==> src/rtl/aibndaux_pkg.sv <==
`default_nettype none
// ============================================================================
// Package  : aibndaux_pkg
// Brief    : Shared state encoding and default timing for the AIB aux POR
//            sequencer.
// Revision : 1.0
// ============================================================================
package aibndaux_pkg;

    localparam logic [1:0] c_st_idle     = 2'd0;
    localparam logic [1:0] c_st_debounce = 2'd1;
    localparam logic [1:0] c_st_hold     = 2'd2;
    localparam logic [1:0] c_st_run      = 2'd3;

    typedef enum logic [1:0] {
        ST_IDLE     = c_st_idle,
        ST_DEBOUNCE = c_st_debounce,
        ST_HOLD     = c_st_hold,
        ST_RUN      = c_st_run
    } state_e;

    localparam int c_deb_cyc_def  = 16;
    localparam int c_hold_cyc_def = 64;
    localparam int c_cnt_w_def    = 8;

endpackage
`default_nettype wire

==> src/rtl/aibndaux_sync2.sv <==
`default_nettype none
// ============================================================================
// Module   : aibndaux_sync2
// Brief    : Two-flop synchronizer with asynchronous active-low reset.
// Revision : 1.0
// ============================================================================
module aibndaux_sync2 (
    input  logic i_clk,
    input  logic i_rst_n,
    input  logic i_d,
    output logic o_q
);

    logic r_meta;
    logic r_sync;

    always_ff @(posedge i_clk or negedge i_rst_n) begin
        if (!i_rst_n) begin
            r_meta <= 1'b0;
            r_sync <= 1'b0;
        end else begin
            r_meta <= i_d;
            r_sync <= r_meta;
        end
    end

    assign o_q = r_sync;

endmodule
`default_nettype wire

==> src/rtl/aibndaux_por_seq.sv <==
`default_nettype none
// ============================================================================
// Module   : aibndaux_por_seq
// Brief    : Die-connection debounce and peer power-on-reset sequencer for the
//            AIB aux channel.
// Revision : 1.0
// ============================================================================
module aibndaux_por_seq
    import aibndaux_pkg::*;
#(
    parameter int DEB_CYC  = c_deb_cyc_def,
    parameter int HOLD_CYC = c_hold_cyc_def,
    parameter int CNT_W    = c_cnt_w_def
) (
    input  logic       i_osc_clk,
    input  logic       i_por_rst_n,
    input  logic       i_crdet,
    input  logic       i_sw_por,
    input  logic       i_crdet_ovrd_en,
    output logic       o_dn_por,
    output logic       o_crdet_ovrd,
    output logic       o_link_up,
    output logic [1:0] o_state,
    output logic       o_lost_pulse
);

    localparam logic [CNT_W-1:0] c_deb_last  = CNT_W'(DEB_CYC - 1);
    localparam logic [CNT_W-1:0] c_hold_last = CNT_W'(HOLD_CYC - 1);
    localparam logic [CNT_W-1:0] c_cnt_max   = {CNT_W{1'b1}};

    logic             w_crdet_s;
    logic             w_crdet_q;
    logic             w_lost;
    logic [CNT_W-1:0] w_cnt_inc;
    logic [CNT_W-1:0] w_nxt_cnt;
    state_e           w_nxt_state;

    state_e           r_state;
    logic [CNT_W-1:0] r_cnt;
    logic             r_dn_por;
    logic             r_link_up;
    logic             r_lost_pulse;
    logic             r_crdet_ovrd;

    aibndaux_sync2 u_sync (
        .i_clk   (i_osc_clk),
        .i_rst_n (i_por_rst_n),
        .i_d     (i_crdet),
        .o_q     (w_crdet_s)
    );

    assign w_crdet_q = w_crdet_s | r_crdet_ovrd;
    assign w_cnt_inc = (r_cnt == c_cnt_max) ? r_cnt : r_cnt + CNT_W'(1);

    // Loss of crdet outranks a software re-reset, which outranks count expiry.
    always_comb begin
        w_nxt_state = r_state;
        w_nxt_cnt   = '0;
        w_lost      = 1'b0;
        if (!w_crdet_q) begin
            w_nxt_state = ST_IDLE;
            w_lost      = (r_state == ST_RUN);
        end else if (i_sw_por) begin
            w_nxt_state = ST_HOLD;
        end else begin
            case (r_state)
                ST_IDLE: begin
                    w_nxt_state = ST_DEBOUNCE;
                end
                ST_DEBOUNCE: begin
                    if (r_crdet_ovrd || (r_cnt == c_deb_last)) begin
                        w_nxt_state = ST_HOLD;
                    end else begin
                        w_nxt_cnt = w_cnt_inc;
                    end
                end
                ST_HOLD: begin
                    if (r_cnt == c_hold_last) begin
                        w_nxt_state = ST_RUN;
                    end else begin
                        w_nxt_cnt = w_cnt_inc;
                    end
                end
                ST_RUN: begin
                    w_nxt_state = ST_RUN;
                end
                default: begin
                    w_nxt_state = ST_IDLE;
                end
            endcase
        end
    end

    // Outputs are decoded from the next state so they line up with r_state.
    always_ff @(posedge i_osc_clk or negedge i_por_rst_n) begin
        if (!i_por_rst_n) begin
            r_state      <= ST_IDLE;
            r_cnt        <= '0;
            r_dn_por     <= 1'b1;
            r_link_up    <= 1'b0;
            r_lost_pulse <= 1'b0;
            r_crdet_ovrd <= 1'b0;
        end else begin
            r_state      <= w_nxt_state;
            r_cnt        <= w_nxt_cnt;
            r_dn_por     <= (w_nxt_state != ST_RUN);
            r_link_up    <= (w_nxt_state == ST_RUN);
            r_lost_pulse <= w_lost;
            r_crdet_ovrd <= i_crdet_ovrd_en;
        end
    end

    assign o_dn_por     = r_dn_por;
    assign o_crdet_ovrd = r_crdet_ovrd;
    assign o_link_up    = r_link_up;
    assign o_state      = r_state;
    assign o_lost_pulse = r_lost_pulse;

endmodule
`default_nettype wire

==> config.mk <==
export PLATFORM = sky130hd
export DESIGN_NAME = aibndaux_por_seq
export DESIGN_NICKNAME = d
export VERILOG_FILES = /design/src/rtl/aibndaux_pkg.sv /design/src/rtl/aibndaux_sync2.sv /design/src/rtl/aibndaux_por_seq.sv
export SDC_FILE = /design/constraint.sdc
export NUM_CORES = 1
export LEC_CHECK = 0
export CAP_MARGIN = 20
export CORE_MARGIN = 2
export CORE_UTILIZATION = 55
export DETAILED_ROUTE_END_ITERATION = 16
export HOLD_SLACK_MARGIN = 0.15
export MAX_ROUTING_LAYER = met4
export PLACE_DENSITY = 0.8
export SLEW_MARGIN = 40
export SYNTH_ARGS = -nofsm -noshare
export SYNTH_HDL_FRONTEND = slang
export SYNTH_SLANG_ARGS = --single-unit
==> constraint.sdc <==
create_clock -name i_osc_clk -period 4.5 [get_ports i_osc_clk]
set_input_delay 0.675 -clock i_osc_clk [delete_from_list [all_inputs] [get_ports i_osc_clk]]
set_output_delay 0.675 -clock i_osc_clk [all_outputs]
set_load 0.1 [all_outputs]
==> impl_metrics.toml <==
[status]
run_status = "completed"

[timing]
setup-tns-final_ns = 0
finalHoldWorstSlack_ns = 0.358
period_share_pct = 42.1
final.min_clock_period_ns = 1.90
finalSetupViolCount = 0
final_hold_viol_count = 0
slew-limit-headroom_pct = 54.3
max_clock_freq_mhz = 528
transition_at_the_pin_with_the_smallest_max_transition_slack_ns = 0.683
clock_skew_ns = 0.000999
timing_max_transition_violations_final = 0
rsz0062_at_grt = "no"

[worst_setup_path]
path_class = "register to primary output"
crit_chain = "buf_2"
critical_path.slowest_cell = "dfstp_2"
setup.worst_path.end_class = "primary output"
critical_path.startpoint_type = "register"
crit_path_max_incr_delay_ns = 0.52
required_ns = 3.83
crit_family = "flip-flops"
cp_num_buf_inv = 1
critPathArrivalTime_ns = 1.22
worst_r2r_path_depth = 5
path_depth = 1
critical_path.max_fanout = 1

[logic_synthesis]
synth_ff_type = "dfrtp_1"
netlist-cell-type-count = 33
post_syn_area_um2 = 842
synth.net_count = 92
postSynth.asyncResetShare_pct = 100
postSynthCellCount = 81
edff_count_synth = 0
syn_area_per_cell_um2 = 10.4
ys_seq_area_share_pct = 47.7
register_bit_count_reported_by_yosys = 16
yosys_warnings = 0

[route]
route.detailed.wl_per_inst_um = 13.5
detail_route.wirelength_um = 1480
post_detailed_route_count_of_antenna_violating_nets = 0
first_iter_violations = 15
post_detailed_route_via_to_cell_ratio = 5.72
remaining_drc_errors = 0
dr_total_vias = 629
first_pass_detailed_route_iteration_total = 3

[pwr]
part_of_the_total_power_dissipated_in_combinational_logic_pct = 26.8
switchingPower_w = 0.000117
power.density_mw_per_mm2 = 356
p_clk_share_pct = 27.3
p_int_w = 0.000226
switching_share_pct = 34.1
vdd_drop_max_mv = 0.256
static-leakage-power_nw = 0.415
seqPwrFrac_pct = 45.9

[global_routing]
grt_first_pass_wirelength_um = 2680
pin_count_of_the_biggest_net_entering_global_routing = 17
grt_usage_pct = 20.3
remaining_overflow_grt = 0
vias_in_the_first_global_route = 600
antenna_found_initial = 0

[floorplanning]
core.rowCount = 14
number_of_top_level_pins = 11
design.die.area_mm2 = 0.00186
core_area_mm2 = 0.00147
chipWidth_um = 43.1
dieHeight_um = 43.1
starting_utilization_of_the_core_area_pct = 57.2

[hold_path]
worstHoldPathType = "register to register"
whs_path_depth = 0

[clock_tree]
tritoncts_num_sinks = 16
post_cts_resize_count = 0
cts.repair_timing.setup_buffer_count = 0
worstSkewPairLatency_ns = 0.29
clk_pin_slew_ns = 0.09
cts_inserted_buffers = 3
clock-root-buffer = "clkbuf_4"
h-tree-depth = 1
tritoncts = "done"
clock_tree.buffer_depth = 2
cts_hold_buffers_added = 0

[finish]
layout.core_utilization_pct = 65.5
final_cell_area_um2 = 963
syn2layout_area_growth_pct = 14.4
n_antenna_cell = 0
finalNetCount = 106
filler_cell_count = 116
post_route_cells_drive_above_1_share_pct = 22.3

[place]
dp_hpwl_um = 1100
place.gp.congestion = 0.789
place_area_um2 = 927
place.port_buffers = 10

[job]
max_cap_viol_count = 0
sequential cells by signal (all words and copies together) (netlist names):
name,count
u_sync.o_q,1
o_link_up,1
r_cnt,8
u_sync.r_meta,1
o_crdet_ovrd,1
o_lost_pulse,1
o_state,2
o_dn_por,1
cell type report:
type / count / area [um^2] / area share [%]
tap: 16 / 20.0 / 2.08
inverter: 2 / 7.51 / 0.779
clock buffer: 4 / 36.3 / 3.77
timing repair buffer: 10 / 70.1 / 7.27
sequential: 16 / 402 / 41.7
multi-input combinational: 62 / 428 / 44.4
placed cells by master, fill, tap and decap left out, drive strengths merged, types with 2 or more instances in the layout:
| master | Yosys | layout |
|---|---|---|
| nand3 | 4 | 4 |
| and2 | 4 | 4 |
| nor3 | 4 | 4 |
| o22a | 2 | 2 |
| buf | 1 | 6 |
| nor2b | 3 | 3 |
| xnor2 | 2 | 2 |
| clkbuf | 0 | 4 |
| nand2 | 7 | 7 |
| nor2 | 9 | 9 |
| ha | 6 | 6 |
| inv | 2 | 2 |
| and3 | 3 | 3 |
| o21ai | 3 | 3 |
| a21oi | 2 | 2 |
| dfrtp | 15 | 15 |
| clkdlybuf4s50 | 0 | 4 |
path summary, 6_finish.rpt:
path	start	to	slack (ns)
worst max-delay path	o_dn_por	o_dn_por	2.60
worst min register to register	u_sync.r_meta	u_sync.o_q	0.36
worst max register to register	r_cnt[0]	o_link_up	2.78
min in group asynchronous	i_por_rst_n	o_link_up	0.79
worst min-delay path	u_sync.r_meta	u_sync.o_q	0.36
max in group asynchronous	i_por_rst_n	r_cnt[5]	3.28
Yosys cell counts (2+ instances only):
master	n	area share, %
and3_1	3	2.2
nand2_1	7	3.1
xnor2_1	2	2.1
a21oi_1	2	1.2
o22a_2	2	2.4
ha_1	6	8.9
nor2_1	9	4.0
nor3_1	4	2.4
and2_1	3	2.2
nand3_1	3	1.8
dfrtp_1	15	45
nor2b_1	3	2.2
inv_1	2	0.89
worst reg2reg max path, cell delays in order (launching register included):
cell and delay, ns:
dfrtp_1 0.41, ha_1 0.26, and3_1 0.29, a41oi_1 0.17
a2111oi_2 0.35, and2_1 0.19
power groups by stage:
stage	logic, W	clock network, W	registers [W]
floorplan	0.0000354	0	0.000196
global route	0.0000989	0.000102	0.000159
finish	0.0000919	0.0000936	0.000158
CTS	0.0000923	0.0000959	0.000158
detailed placement	0.0000920	0	0.000161
global placement	0.0000955	0	0.000160
cell families after synthesis:
| group | after synthesis | synth area share, % |
|---|---|---|
| xor+xnor | 2 | 2.08 |
| flops | 16 | 47.7 |
| compound gates | 13 | 12.8 |
| buf+inv | 3 | 1.49 |
| simple gates | 40 | 25.9 |
| mux | 1 | 1.19 |
| fa+ha+maj | 6 | 8.92 |
per-layer routing:
| metal | up-vias | track usage (%) | wire, um |
|---|---|---|---|
| met1 | 300 | 26.0 | 702 |
| met2 | 9 | 30.1 | 706 |
| met3 | 5 | 3.83 | 33 |
| met5 | - | - | 0 |
| met4 | 0 | 10.9 | 40 |
| li1 | 315 | - | - |
metrics by stage:
step / total power [W] / cells / setup WS, ns
2_1_floorplan: 0.000231 / 81 / 2.24
3_3_place_gp: 0.000255 / 106 / 2.21
3_5_place_dp: 0.000253 / 106 / 2.44
4_1_cts: 0.000346 / 110 / 2.60
5_1_grt: 0.000361 / 110 / 2.57
6_report: 0.000343 / 110 / 2.60
No activity file was read; power rests on OpenSTA's default activity.
